**config.mk**
```make
export PLATFORM = sky130hd
export DESIGN_NAME = tx_relatorio_cargo_flat
export DESIGN_NICKNAME = d
export VERILOG_FILES = /design/src/rtl/tx_relatorio_cargo_pkg.sv /design/src/rtl/tx_relatorio_cargo_if.sv /design/src/rtl/tx_serial_8N1.sv /design/src/rtl/tx_relatorio_cargo.sv /design/src/flat_wrapper.sv
export SDC_FILE = /design/constraint.sdc
export NUM_CORES = 1
export LEC_CHECK = 0
export ABC_AREA = 0
export BUFFER_PORTS_ARGS = -buffer_cell sky130_fd_sc_hd__buf_2
export CORE_MARGIN = 1.5
export CORE_UTILIZATION = 35
export DETAILED_ROUTE_END_ITERATION = 8
export GPL_TIMING_DRIVEN = 0
export SYNTH_ARGS = -nofsm -noshare
export SYNTH_HDL_FRONTEND = slang
export SYNTH_SLANG_ARGS = --single-unit
```
**constraint.sdc**
```tcl
create_clock -name clock -period 2.2 [get_ports clock]
set_input_delay 0.33 -clock clock [delete_from_list [all_inputs] [get_ports clock]]
set_output_delay 0.33 -clock clock [all_outputs]
set_load 0.05 [all_outputs]
```
**src/rtl/tx_relatorio_cargo_pkg.sv**
```systemverilog
// Shared definitions for the cargo-elevator report transmitter: byte markers,
// FSM encodings shown on db_estado, and byte assembly helpers.
package tx_relatorio_cargo_pkg;

    localparam int CLKS_PER_BIT_PADRAO = 434;

    localparam logic [1:0] MARCA_HEADER = 2'b11;
    localparam logic [1:0] MARCA_ITEM   = 2'b01;

    localparam logic [3:0] INICIAL     = 4'd0;
    localparam logic [3:0] CONTA_END   = 4'd1;
    localparam logic [3:0] CONTA_LE    = 4'd2;
    localparam logic [3:0] HEADER      = 4'd3;
    localparam logic [3:0] ESPERA_HDR  = 4'd4;
    localparam logic [3:0] BUSCA       = 4'd5;
    localparam logic [3:0] VERIFICA    = 4'd6;
    localparam logic [3:0] ENVIA       = 4'd7;
    localparam logic [3:0] ESPERA_ITEM = 4'd8;
    localparam logic [3:0] FIM         = 4'd9;

    function automatic logic [7:0] monta_header(input logic [1:0] andar, input logic [3:0] n_itens);
        return {MARCA_HEADER, andar, n_itens};
    endfunction

    function automatic logic [7:0] monta_item(input logic [1:0] tipo, input logic [1:0] destino);
        return {MARCA_ITEM, tipo, destino, 2'b00};
    endfunction

endpackage

```
**src/rtl/tx_relatorio_cargo_if.sv**
```systemverilog
// Control, contents-RAM and serial-line signals of the report transmitter.
interface tx_relatorio_cargo_if #(
    parameter int ADDR_W = 4
);
    logic              enviar;
    logic [1:0]        andar_atual;
    logic [ADDR_W-1:0] ram_addr;
    logic              ram_valido;
    logic [1:0]        ram_tipo;
    logic [1:0]        ram_destino;
    logic              TX;
    logic              ocupado;
    logic              pronto;
    logic [3:0]        db_estado;

    // master: the reporter itself; slave: control unit, contents RAM and line
    modport master (
        input  enviar, andar_atual, ram_valido, ram_tipo, ram_destino,
        output ram_addr, TX, ocupado, pronto, db_estado
    );
    modport slave (
        output enviar, andar_atual, ram_valido, ram_tipo, ram_destino,
        input  ram_addr, TX, ocupado, pronto, db_estado
    );
endinterface

```
**src/rtl/tx_serial_8N1.sv**
```systemverilog
// 8N1 serial transmitter: start bit, 8 data bits LSB first, stop bit, each
// held CLKS_PER_BIT cycles; pronto pulses for one cycle after the stop bit.
module tx_serial_8N1
    import tx_relatorio_cargo_pkg::*;
#(
    parameter int CLKS_PER_BIT = CLKS_PER_BIT_PADRAO
) (
    input  logic       clock,
    input  logic       reset,
    input  logic       partida,
    input  logic [7:0] dados,
    output logic       TX,
    output logic       pronto
);
    localparam int CW = (CLKS_PER_BIT > 1) ? $clog2(CLKS_PER_BIT) : 1;
    localparam logic [CW-1:0] ULTIMO_CLK = CW'(CLKS_PER_BIT - 1);

    logic          ativo;
    logic [CW-1:0] baud;
    logic [3:0]    bit_idx;
    logic [8:0]    quadro;

    always_ff @(posedge clock) begin
        if (!reset) begin
            ativo   <= 1'b0;
            baud    <= '0;
            bit_idx <= 4'd0;
            quadro  <= '1;
            TX      <= 1'b1;
            pronto  <= 1'b0;
        end else begin
            // NOTE: pronto defaults low every cycle, so it can only ever be a one-cycle pulse.
            pronto <= 1'b0;
            if (!ativo) begin
                if (partida) begin
                    ativo   <= 1'b1;
                    baud    <= '0;
                    bit_idx <= 4'd0;
                    quadro  <= {1'b1, dados};
                    TX      <= 1'b0;
                end
            end else if (baud != ULTIMO_CLK) begin
                baud <= baud + 1'b1;
            end else begin
                baud <= '0;
                if (bit_idx == 4'd9) begin
                    ativo  <= 1'b0;
                    pronto <= 1'b1;
                end else begin
                    // quadro[0] is the next bit to drive; stop bit shifts in from the top
                    bit_idx <= bit_idx + 4'd1;
                    TX      <= quadro[0];
                    quadro  <= {1'b1, quadro[8:1]};
                end
            end
        end
    end

endmodule

```
**src/rtl/tx_relatorio_cargo.sv**
```systemverilog
// Cargo report transmitter: counts valid RAM entries, then sends a header byte
// and one byte per valid entry over an 8N1 line.
module tx_relatorio_cargo
    import tx_relatorio_cargo_pkg::*;
#(
    parameter int CLKS_PER_BIT = CLKS_PER_BIT_PADRAO,
    parameter int DEPTH        = 8,
    parameter int ADDR_W       = 4
) (
    input logic                  clock,
    input logic                  reset,
    tx_relatorio_cargo_if.master bus
);
    localparam logic [ADDR_W-1:0] ULTIMO = ADDR_W'(DEPTH - 1);

    logic [3:0]        estado;
    logic [ADDR_W-1:0] addr;
    logic [3:0]        n_itens;
    logic [3:0]        enviados;
    logic [1:0]        andar;
    logic [7:0]        item;
    logic              linha_ocupada;
    logic              pronto_r;
    logic              linha_livre;
    logic              ser_partida;
    logic              ser_pronto;
    logic [7:0]        ser_dados;

    // The line can take a new byte once the previous one has finished its stop bit
    assign linha_livre = !linha_ocupada || ser_pronto;
    assign ser_partida = (estado == HEADER) || (estado == ENVIA && linha_livre);
    assign ser_dados   = (estado == HEADER) ? monta_header(andar, n_itens) : item;

    assign bus.ram_addr  = addr;
    assign bus.ocupado   = (estado != INICIAL);
    assign bus.pronto    = pronto_r;
    assign bus.db_estado = estado;

    tx_serial_8N1 #(
        .CLKS_PER_BIT(CLKS_PER_BIT)
    ) u_serial (
        .clock  (clock),
        .reset  (reset),
        .partida(ser_partida),
        .dados  (ser_dados),
        .TX     (bus.TX),
        .pronto (ser_pronto)
    );

    always_ff @(posedge clock) begin
        if (!reset) begin
            estado        <= INICIAL;
            addr          <= '0;
            n_itens       <= 4'd0;
            enviados      <= 4'd0;
            andar         <= 2'd0;
            item          <= 8'd0;
            linha_ocupada <= 1'b0;
            pronto_r      <= 1'b0;
        end else begin
            pronto_r <= 1'b0;
            if (ser_partida) begin
                linha_ocupada <= 1'b1;
            end else if (ser_pronto) begin
                linha_ocupada <= 1'b0;
            end

            case (estado)
                INICIAL: begin
                    // a request coinciding with pronto belongs to the finished packet
                    if (bus.enviar && !pronto_r) begin
                        andar    <= bus.andar_atual;
                        n_itens  <= 4'd0;
                        enviados <= 4'd0;
                        addr     <= '0;
                        estado   <= CONTA_END;
                    end
                end
                CONTA_END: estado <= CONTA_LE;
                CONTA_LE: begin
                    if (bus.ram_valido && n_itens != 4'hF) begin
                        n_itens <= n_itens + 4'd1;
                    end
                    if (addr == ULTIMO) begin
                        addr   <= '0;
                        estado <= HEADER;
                    end else begin
                        addr   <= addr + 1'b1;
                        estado <= CONTA_END;
                    end
                end
                HEADER:     estado <= ESPERA_HDR;
                ESPERA_HDR: estado <= (n_itens == 4'd0) ? FIM : BUSCA;
                BUSCA:      estado <= VERIFICA;
                VERIFICA: begin
                    // latch the byte so ENVIA can wait for the line independently of the RAM
                    if (bus.ram_valido && enviados < n_itens) begin
                        item   <= monta_item(bus.ram_tipo, bus.ram_destino);
                        estado <= ENVIA;
                    end else if (addr != ULTIMO) begin
                        addr   <= addr + 1'b1;
                        estado <= BUSCA;
                    end else begin
                        addr   <= '0;
                        estado <= FIM;
                    end
                end
                ENVIA: begin
                    if (linha_livre) begin
                        enviados <= enviados + 4'd1;
                        estado   <= ESPERA_ITEM;
                    end
                end
                ESPERA_ITEM: begin
                    if (addr != ULTIMO) begin
                        addr   <= addr + 1'b1;
                        estado <= BUSCA;
                    end else begin
                        addr   <= '0;
                        estado <= FIM;
                    end
                end
                FIM: begin
                    if (linha_livre) begin
                        pronto_r <= 1'b1;
                        estado   <= INICIAL;
                    end
                end
                default: estado <= INICIAL;
            endcase
        end
    end

endmodule
```
**src/flat_wrapper.sv**
```systemverilog
// flat-port wrapper written by rule: the top's interface ports become plain ports
module tx_relatorio_cargo_flat import tx_relatorio_cargo_pkg::*;
#(
    parameter int CLKS_PER_BIT = CLKS_PER_BIT_PADRAO,
    parameter int DEPTH        = 8,
    parameter int ADDR_W       = 4
)
  (clock, reset, bus_enviar, bus_andar_atual, bus_ram_valido, bus_ram_tipo, bus_ram_destino, bus_ram_addr, bus_TX, bus_ocupado, bus_pronto, bus_db_estado);
  tx_relatorio_cargo_if #(.ADDR_W(ADDR_W)) bus_i ();
  input logic clock;
  input logic reset;
  input wire logic [$bits(bus_i.enviar)-1:0] bus_enviar;
  input wire logic [$bits(bus_i.andar_atual)-1:0] bus_andar_atual;
  input wire logic [$bits(bus_i.ram_valido)-1:0] bus_ram_valido;
  input wire logic [$bits(bus_i.ram_tipo)-1:0] bus_ram_tipo;
  input wire logic [$bits(bus_i.ram_destino)-1:0] bus_ram_destino;
  output wire logic [$bits(bus_i.ram_addr)-1:0] bus_ram_addr;
  output wire logic [$bits(bus_i.TX)-1:0] bus_TX;
  output wire logic [$bits(bus_i.ocupado)-1:0] bus_ocupado;
  output wire logic [$bits(bus_i.pronto)-1:0] bus_pronto;
  output wire logic [$bits(bus_i.db_estado)-1:0] bus_db_estado;
  assign bus_i.enviar = bus_enviar;
  assign bus_i.andar_atual = bus_andar_atual;
  assign bus_i.ram_valido = bus_ram_valido;
  assign bus_i.ram_tipo = bus_ram_tipo;
  assign bus_i.ram_destino = bus_ram_destino;
  assign bus_ram_addr = bus_i.ram_addr;
  assign bus_TX = bus_i.TX;
  assign bus_ocupado = bus_i.ocupado;
  assign bus_pronto = bus_i.pronto;
  assign bus_db_estado = bus_i.db_estado;
  tx_relatorio_cargo #(.CLKS_PER_BIT(CLKS_PER_BIT), .DEPTH(DEPTH), .ADDR_W(ADDR_W)) u_core (.clock(clock), .reset(reset), .bus(bus_i));
endmodule
```
# After elaboration in Yosys (flattened, before gate mapping)
# Cells that the tools add are included.
dict set report totals {
  ff_bits 50
  latch_bits 0
  ram_bits 0
  rom_bits 0
  inputBits 10
  output_inout_bits 11
  wordCells 109
  mem_count 0
}
dict set report classes {
  add_sub_neg 5
  multipliers 0
  div_mod_pow 0
  magnitude_cmp 1
  eq_ne 21
  n_shift 0
  n_mux 41
  bitwise 2
  n_reduce_logical 25
}
# operator n
set ops {}
lappend ops {{$mux W4} 16}
lappend ops {{$mux W9} 7}
lappend ops {{$pmux W4 S10} 1}
lappend ops {{$eq A4 B3 Y1 const B} 5}
lappend ops {{$add A4 B1 Y4 const B} 4}
lappend ops {{$pmux W4 S2} 2}
lappend ops {{$pmux W4 S4} 1}
lappend ops {{$reduce_and A3 Y1} 5}
lappend ops {{$eq A4 B4 Y1 const B} 3}
lappend ops {{$mux W1} 12}
lappend ops {{$add A9 B1 Y9 const B} 1}
lappend ops {{$ne A9 B9 Y1 const B} 1}
lappend ops {{$eq A4 B2 Y1 const B} 2}
lappend ops {{$logic_not A4 Y1} 2}
lappend ops {{$mux W8} 1}
lappend ops {{$ne A2 B1 Y1 const B} 4}
lappend ops {{$reduce_bool A2 Y1} 4}
lappend ops {{$reduce_bool A4 Y1} 2}
lappend ops {{$ne A2 B2 Y1 const B} 3}
lappend ops {{$reduce_and A2 Y1} 3}
lappend ops {{$eq A4 B1 Y1 const B} 1}
lappend ops {{$logic_and A1 B1 Y1} 4}
lappend ops {{$lt A4 B4 Y1} 1}
lappend ops {{$ne A4 B3 Y1 const B} 1}
lappend ops {{6 further kinds} 9}

# Logic depth before layout (Yosys ltp)
dict set report depth {
  ltp_word 6
  ltp_mapped 8
  ltp_nobuf 7
}

# Cells and area by module
# From an unflattened synthesis, not the netlist that was laid out.
dict set report unflattened {
  hier_cells 324
  area_unflattened_um2 2661.3
}
# module n_inst cells_per_inst area_each_um2 seq_area_each_um2
set modules_own_cells {}
lappend modules_own_cells {tx_relatorio_cargo 1 179 1442.6 500.5}
lappend modules_own_cells {tx_serial_8N1 1 145 1218.7 480.5}

# Least setup slack after synthesis
# Ideal clock, no wire load.
dict set report synth_path {
  path_kind {register to register}
  from {reg u_core.estado[2] (netlist: u_core.bus.db_estado[2])}
  to {reg u_core.u_serial.baud[7]}
  setup_ns 0.119
  arrival_ns 2.059
  required_time_ns 2.081
  path_slack_ns 0.022
  path_stages_with_launch 8
  path_buffers 3
  cell_sequence {dfxtp_1 > buf_2 > nor2b_1 > clkbuf_1 > a311o_1 > clkbuf_1 > nand2_1 > o221a_2}
}
dict set report synth_between {
  elab_chain_len 4
  word_cells_on_any_way 5
}
# item line_no
set synth_rtl {}
lappend synth_rtl {{from (decl)} tx_relatorio_cargo.sv:16} ;# logic [3:0] estado;
lappend synth_rtl {{from (signal assigned)} tx_relatorio_cargo.sv:93} ;# ESPERA_HDR: estado <= (n_itens == 4'd0) ? FIM : BUSCA;
lappend synth_rtl {{$eq A4 B3 Y1} tx_relatorio_cargo.sv:31} ;# assign ser_partida = (estado == HEADER) || (estado == ENVIA && linha_livre);
lappend synth_rtl {{$logic_and A1 B1 Y1} tx_relatorio_cargo.sv:31}
lappend synth_rtl {{$logic_or A1 B1 Y1 (*)} tx_relatorio_cargo.sv:31}
lappend synth_rtl {{$reduce_bool A2 Y1 (no source line) (*)} --}
lappend synth_rtl {{to (signal assigned)} tx_serial_8N1.sv:43} ;# baud <= baud + 1'b1;
lappend synth_rtl {{to (decl)} tx_serial_8N1.sv:19} ;# logic [CW-1:0] baud;
# Every way passes the cells marked *; elsewhere a longest branch is shown, timed or not.
# A chain may end at the register's enable or synchronous reset.

# Final worst setup path
dict set report layout_path {
  from {reg u_core.n_itens[3]}
  to {reg u_core.addr[1] (netlist: u_core.bus.ram_addr[1])}
}
dict set report layout_between {
  elab_chain_len 4
}
# item line_no
set layout_rtl {}
lappend layout_rtl {{from (decl)} tx_relatorio_cargo.sv:18} ;# logic [3:0] n_itens;
lappend layout_rtl {{from (signal assigned)} tx_relatorio_cargo.sv:82} ;# n_itens <= n_itens + 4'd1;
lappend layout_rtl {{$lt A4 B4 Y1} tx_relatorio_cargo.sv:97} ;# if (bus.ram_valido && enviados < n_itens) begin
lappend layout_rtl {{$logic_and A1 B1 Y1} tx_relatorio_cargo.sv:97}
lappend layout_rtl {{$ne A2 B2 Y1 (no source line)} --}
lappend layout_rtl {{$reduce_and A3 Y1 (no source line)} --}
lappend layout_rtl {{to (signal assigned)} tx_relatorio_cargo.sv:88} ;# addr <= addr + 1'b1;
lappend layout_rtl {{to (signal assigned)} tx_relatorio_cargo.sv:101} ;# addr <= addr + 1'b1;
lappend layout_rtl {{to (signal assigned)} tx_relatorio_cargo.sv:116} ;# addr <= addr + 1'b1;
lappend layout_rtl {{to (decl)} tx_relatorio_cargo.sv:17} ;# logic [ADDR_W-1:0] addr;
# No other way between the ends.

==> results.tsv <==
stage	metric	value	unit
detailed_routing	post_drt_wl_per_cell	14.00	microns
detailed_routing	vias	2414	
detailed_routing	post-route-drc-count	0	
grt	use_met3	3.047	%
grt	grt_overflow_total	0	
floorplanning	start_util	36.09	%
yosys	yosys.area.top_type	dfxtp_1	
critical_path	cp-end-kind	flop	
clock_network	postCtsHoldBufs	0	
floorplanning	die-width	89.48	microns
yosys	syn_nets	351	
finish	drive_gt1_share	13.89	%
finish	final_cell_count_no_fill	459	
yosys	synth_most_common_cell	dfxtp_1	
yosys	syn-instance-count	330	
grt	grtUsageMet1	22.81	%
grt	grt.busiest_layer	met2	
finish	final_area	2973	sq um
yosys	yosys_warnings	0	
min_path	min_path_cells	3	
grt	grt_pass1_vias	2176	
yosys	synth_top_area_share	37.48	%
place	dp_hpwl	4669	microns
place	io_buffers	20	
grt	antenna_found_initial	0	
place	routabilityCongestion	0.8835	
detailed_routing	drt_first_pass_iters	4	
sta	max_freq	477.6	MHz
yosys	synth_common_cells	dfxtp_1, nor2_1, nand2_1, a21oi_1, o21ai_0	
yosys	synthArstFlopShare	0	%
sta	rsz0062_at_grt	true	
clock_network	htree_num_levels	2	
yosys	ys_ff_latch	49	
sta	fin_skew	12.23	ps
floorplanning	ioPinCount	21	
yosys	seq_area_frac_synth	37.48	%
critical_path	critPathMaxFanout	7	
min_path	hold_end	u_core.item[5]	
finish	area_growth_syn_to_layout	13.58	%
grt	use_met2	27.82	%
critical_path	cp_data_arrival_time	2330	ps
yosys	synth_edf_count	0	
sta	final.setup.tns	0	ps
clock_network	insertion_delay	300	ps
floorplanning	rows	31	
power_and_ir_drop	power_density	558.9	nW/um^2
yosys	synth_area	2618	sq um
yosys	ys_types	59	
sta	tightest_slew	603.7	ps
detailed_routing	drtAntennaViolNets	0	
critical_path	r2r_start	u_core.n_itens[3]	
critical_path	slowest_stage	dfxtp_1	
grt	grt_max_degree	16	
place	placed_area	2841	sq um
sta	min_period	2094	ps
clock_network	root_buffer	clkbuf_8	
critical_path	cp.buffers_inverters	3	
critical_path	start_kind	flop	
critical_path	slowest_delay	440	ps
finish	final_nets	380	
critical_path	crit_required	2440	ps
yosys	synthTopCellsByArea	dfxtp_1, nor2_1, nand2_1	
clock_network	clkTransAtPathRegs	100	ps
detailed_routing	vias_per_cell	5.259	
critical_path	path_class	reg -> reg	
sta	final_hold_viol_count	0	
yosys	avgSynthCellArea	7.932	sq um
critical_path	r2r_end	u_core.bus.ram_addr[1]	
floorplanning	core_area	7253	sq um
min_path	hold_path_class	in -> reg	
sta	min_period_over_period	95.17	%
power_and_ir_drop	power	1.662	mW
critical_path	rrSetupSlack	110	ps
detailed_routing	wl	6428	microns
sta	slew_viol_final	0	
clock_network	cts.sinks	49	
sta	max_slew_margin	59.75	%
floorplanning	die_area	8007	sq um
critical_path	critPathTopFamily	compound AO/OA/AOI/OAI gates	
finish	antenna_cells	0	
yosys	synth-main-ff-cell	dfxtp_1	
power_and_ir_drop	leakage	1.105	nW
clock_network	cts_tree	done	
grt	grt_use_total	17.14	%
critical_path	crit_chain	inv_1, ha_1, o211ai_1, o211ai_1, buf_4, buf_4, o21ai_1, or3_1, a21oi_1	
min_path	hp-start	bus_ram_tipo[1]	
critical_path	ff2ff_path_depth	9	
sta	setup_violations	0	
job	drv_cap	0	
place	dp.cells	449	
power_and_ir_drop	peakVddDrop	0.2632	mV
clock_network	numCtsBuffers	5	
sta	hold_slack	255.2	ps
grt	grt_pass1_wl	10610	microns
floorplanning	dieHeight	89.48	microns
detailed_routing	drtIter0Drc	122	
clock_network	clock_path_buffers	2	
status	status	completed	
area by class of cell:
| cell class | count | area (sq um) |
|---|---|---|
| fillers | 800 | 4280 |
| multi-input cells | 249 | 1516 |
| repair buffers | 22 | 115.1 |
| clock buffers | 6 | 82.58 |
| well taps | 99 | 123.9 |
| clock inverters | 2 | 13.76 |
| plain buffers | 20 | 93.84 |
| inverters | 12 | 45.04 |
| flip-flops and latches | 49 | 982.2 |
logic make-up (layout without fill, tap and decap cells):
group | after synthesis | after routing | synth area share (%)
buf+inv | 32 | 62 | 5.162
xor+xnor | 7 | 7 | 2.342
mux | 4 | 4 | 1.577
fa+ha+maj | 11 | 11 | 5.258
flops | 49 | 49 | 37.48
compound gates | 80 | 80 | 20.84
simple gates | 147 | 147 | 27.34
metal layers:
| layer | vias to the layer above | share of wire (%) | routed length [microns] |
|---|---|---|---|
| met2 | 52 | 46 | 2972 |
| li1 | 1233 | - | - |
| met1 | 1122 | 49 | 3118 |
| met5 | - | 0 | 0 |
| met4 | 0 | 1.1 | 72 |
| met3 | 7 | 4.1 | 265 |
power by group:
group / total (mW) / internal (mW) / switching (mW) / leakage, nW
Clock: 0.567 / 0.256 / 0.311 / 0.0512
Combinational: 0.182 / 0.0590 / 0.123 / 0.657
Sequential: 0.913 / 0.902 / 0.0108 / 0.397
worst reg2reg max path, cell delays in order, from the launching register on:
cell      delay, ps
dfxtp_1         440
inv_1            70
ha_1            290
o211ai_1         80
o211ai_1        160
buf_4           170
buf_4           140
o21ai_1         160
or3_1           400
a21oi_1         140
state kept, by name, indices dropped and copies added (netlist names):
| name | flops |
|---|---|
| u_core.u_serial.baud | 9 |
| u_core.linha_ocupada | 1 |
| u_core.u_serial.TX | 1 |
| u_core.bus.pronto | 1 |
| u_core.n_itens | 4 |
| u_core.u_serial.pronto | 1 |
| u_core.andar | 2 |
| u_core.u_serial.quadro | 8 |
| u_core.u_serial.ativo | 1 |
| u_core.enviados | 4 |
| u_core.bus.db_estado | 4 |
| u_core.u_serial.bit_idx | 4 |
| u_core.bus.ram_addr | 4 |
| u_core.item | 5 |
placed cells by master (no fill, tap or decap), drive strengths merged, types with 11 or more instances in the layout:
master,netlist,routed
dfxtp,49,49
nor2,47,47
nand2,41,41
buf,8,29
a21oi,20,20
o21ai,20,20
clkbuf,12,19
nand3,14,14
inv,12,12
ha,11,11
per-stage QoR:
| step | setup slack (ps) | util (%) |
|---|---|---|
| after global placement | -276.1 | 39.18 |
| after CTS | 57.60 | 40.71 |
| after detailed placement | -263.8 | 39.18 |
| final | 106.2 | 40.99 |
| after global routing | -60.42 | 40.99 |
| after floorplan | 22.33 | - |
worst max path at each step:
stage                                 start  cells past startpoint  slack [ps]                   endpoint
floorplan           u_core.bus.db_estado[2]                      7          20    u_core.u_serial.baud[7]
global placement          u_core.n_itens[3]                      7        -280     u_core.bus.ram_addr[0]
detailed placement        u_core.n_itens[2]                      7        -260     u_core.bus.ram_addr[0]
CTS                 u_core.u_serial.baud[6]                      5          60  u_core.u_serial.quadro[5]
global route        u_core.bus.db_estado[3]                      7         -60  u_core.u_serial.quadro[5]
finish                    u_core.n_itens[3]                      9         110     u_core.bus.ram_addr[1]
timing repair:
action,CTS,global route
endpoints found under the setup margin,5,15
hold endpoints to repair,0,0
gates resized for setup,0,7
setup buffers,2,0
pin swaps,1,1
cloned,0,0
Note: power is estimated with default switching activity, not from simulation.
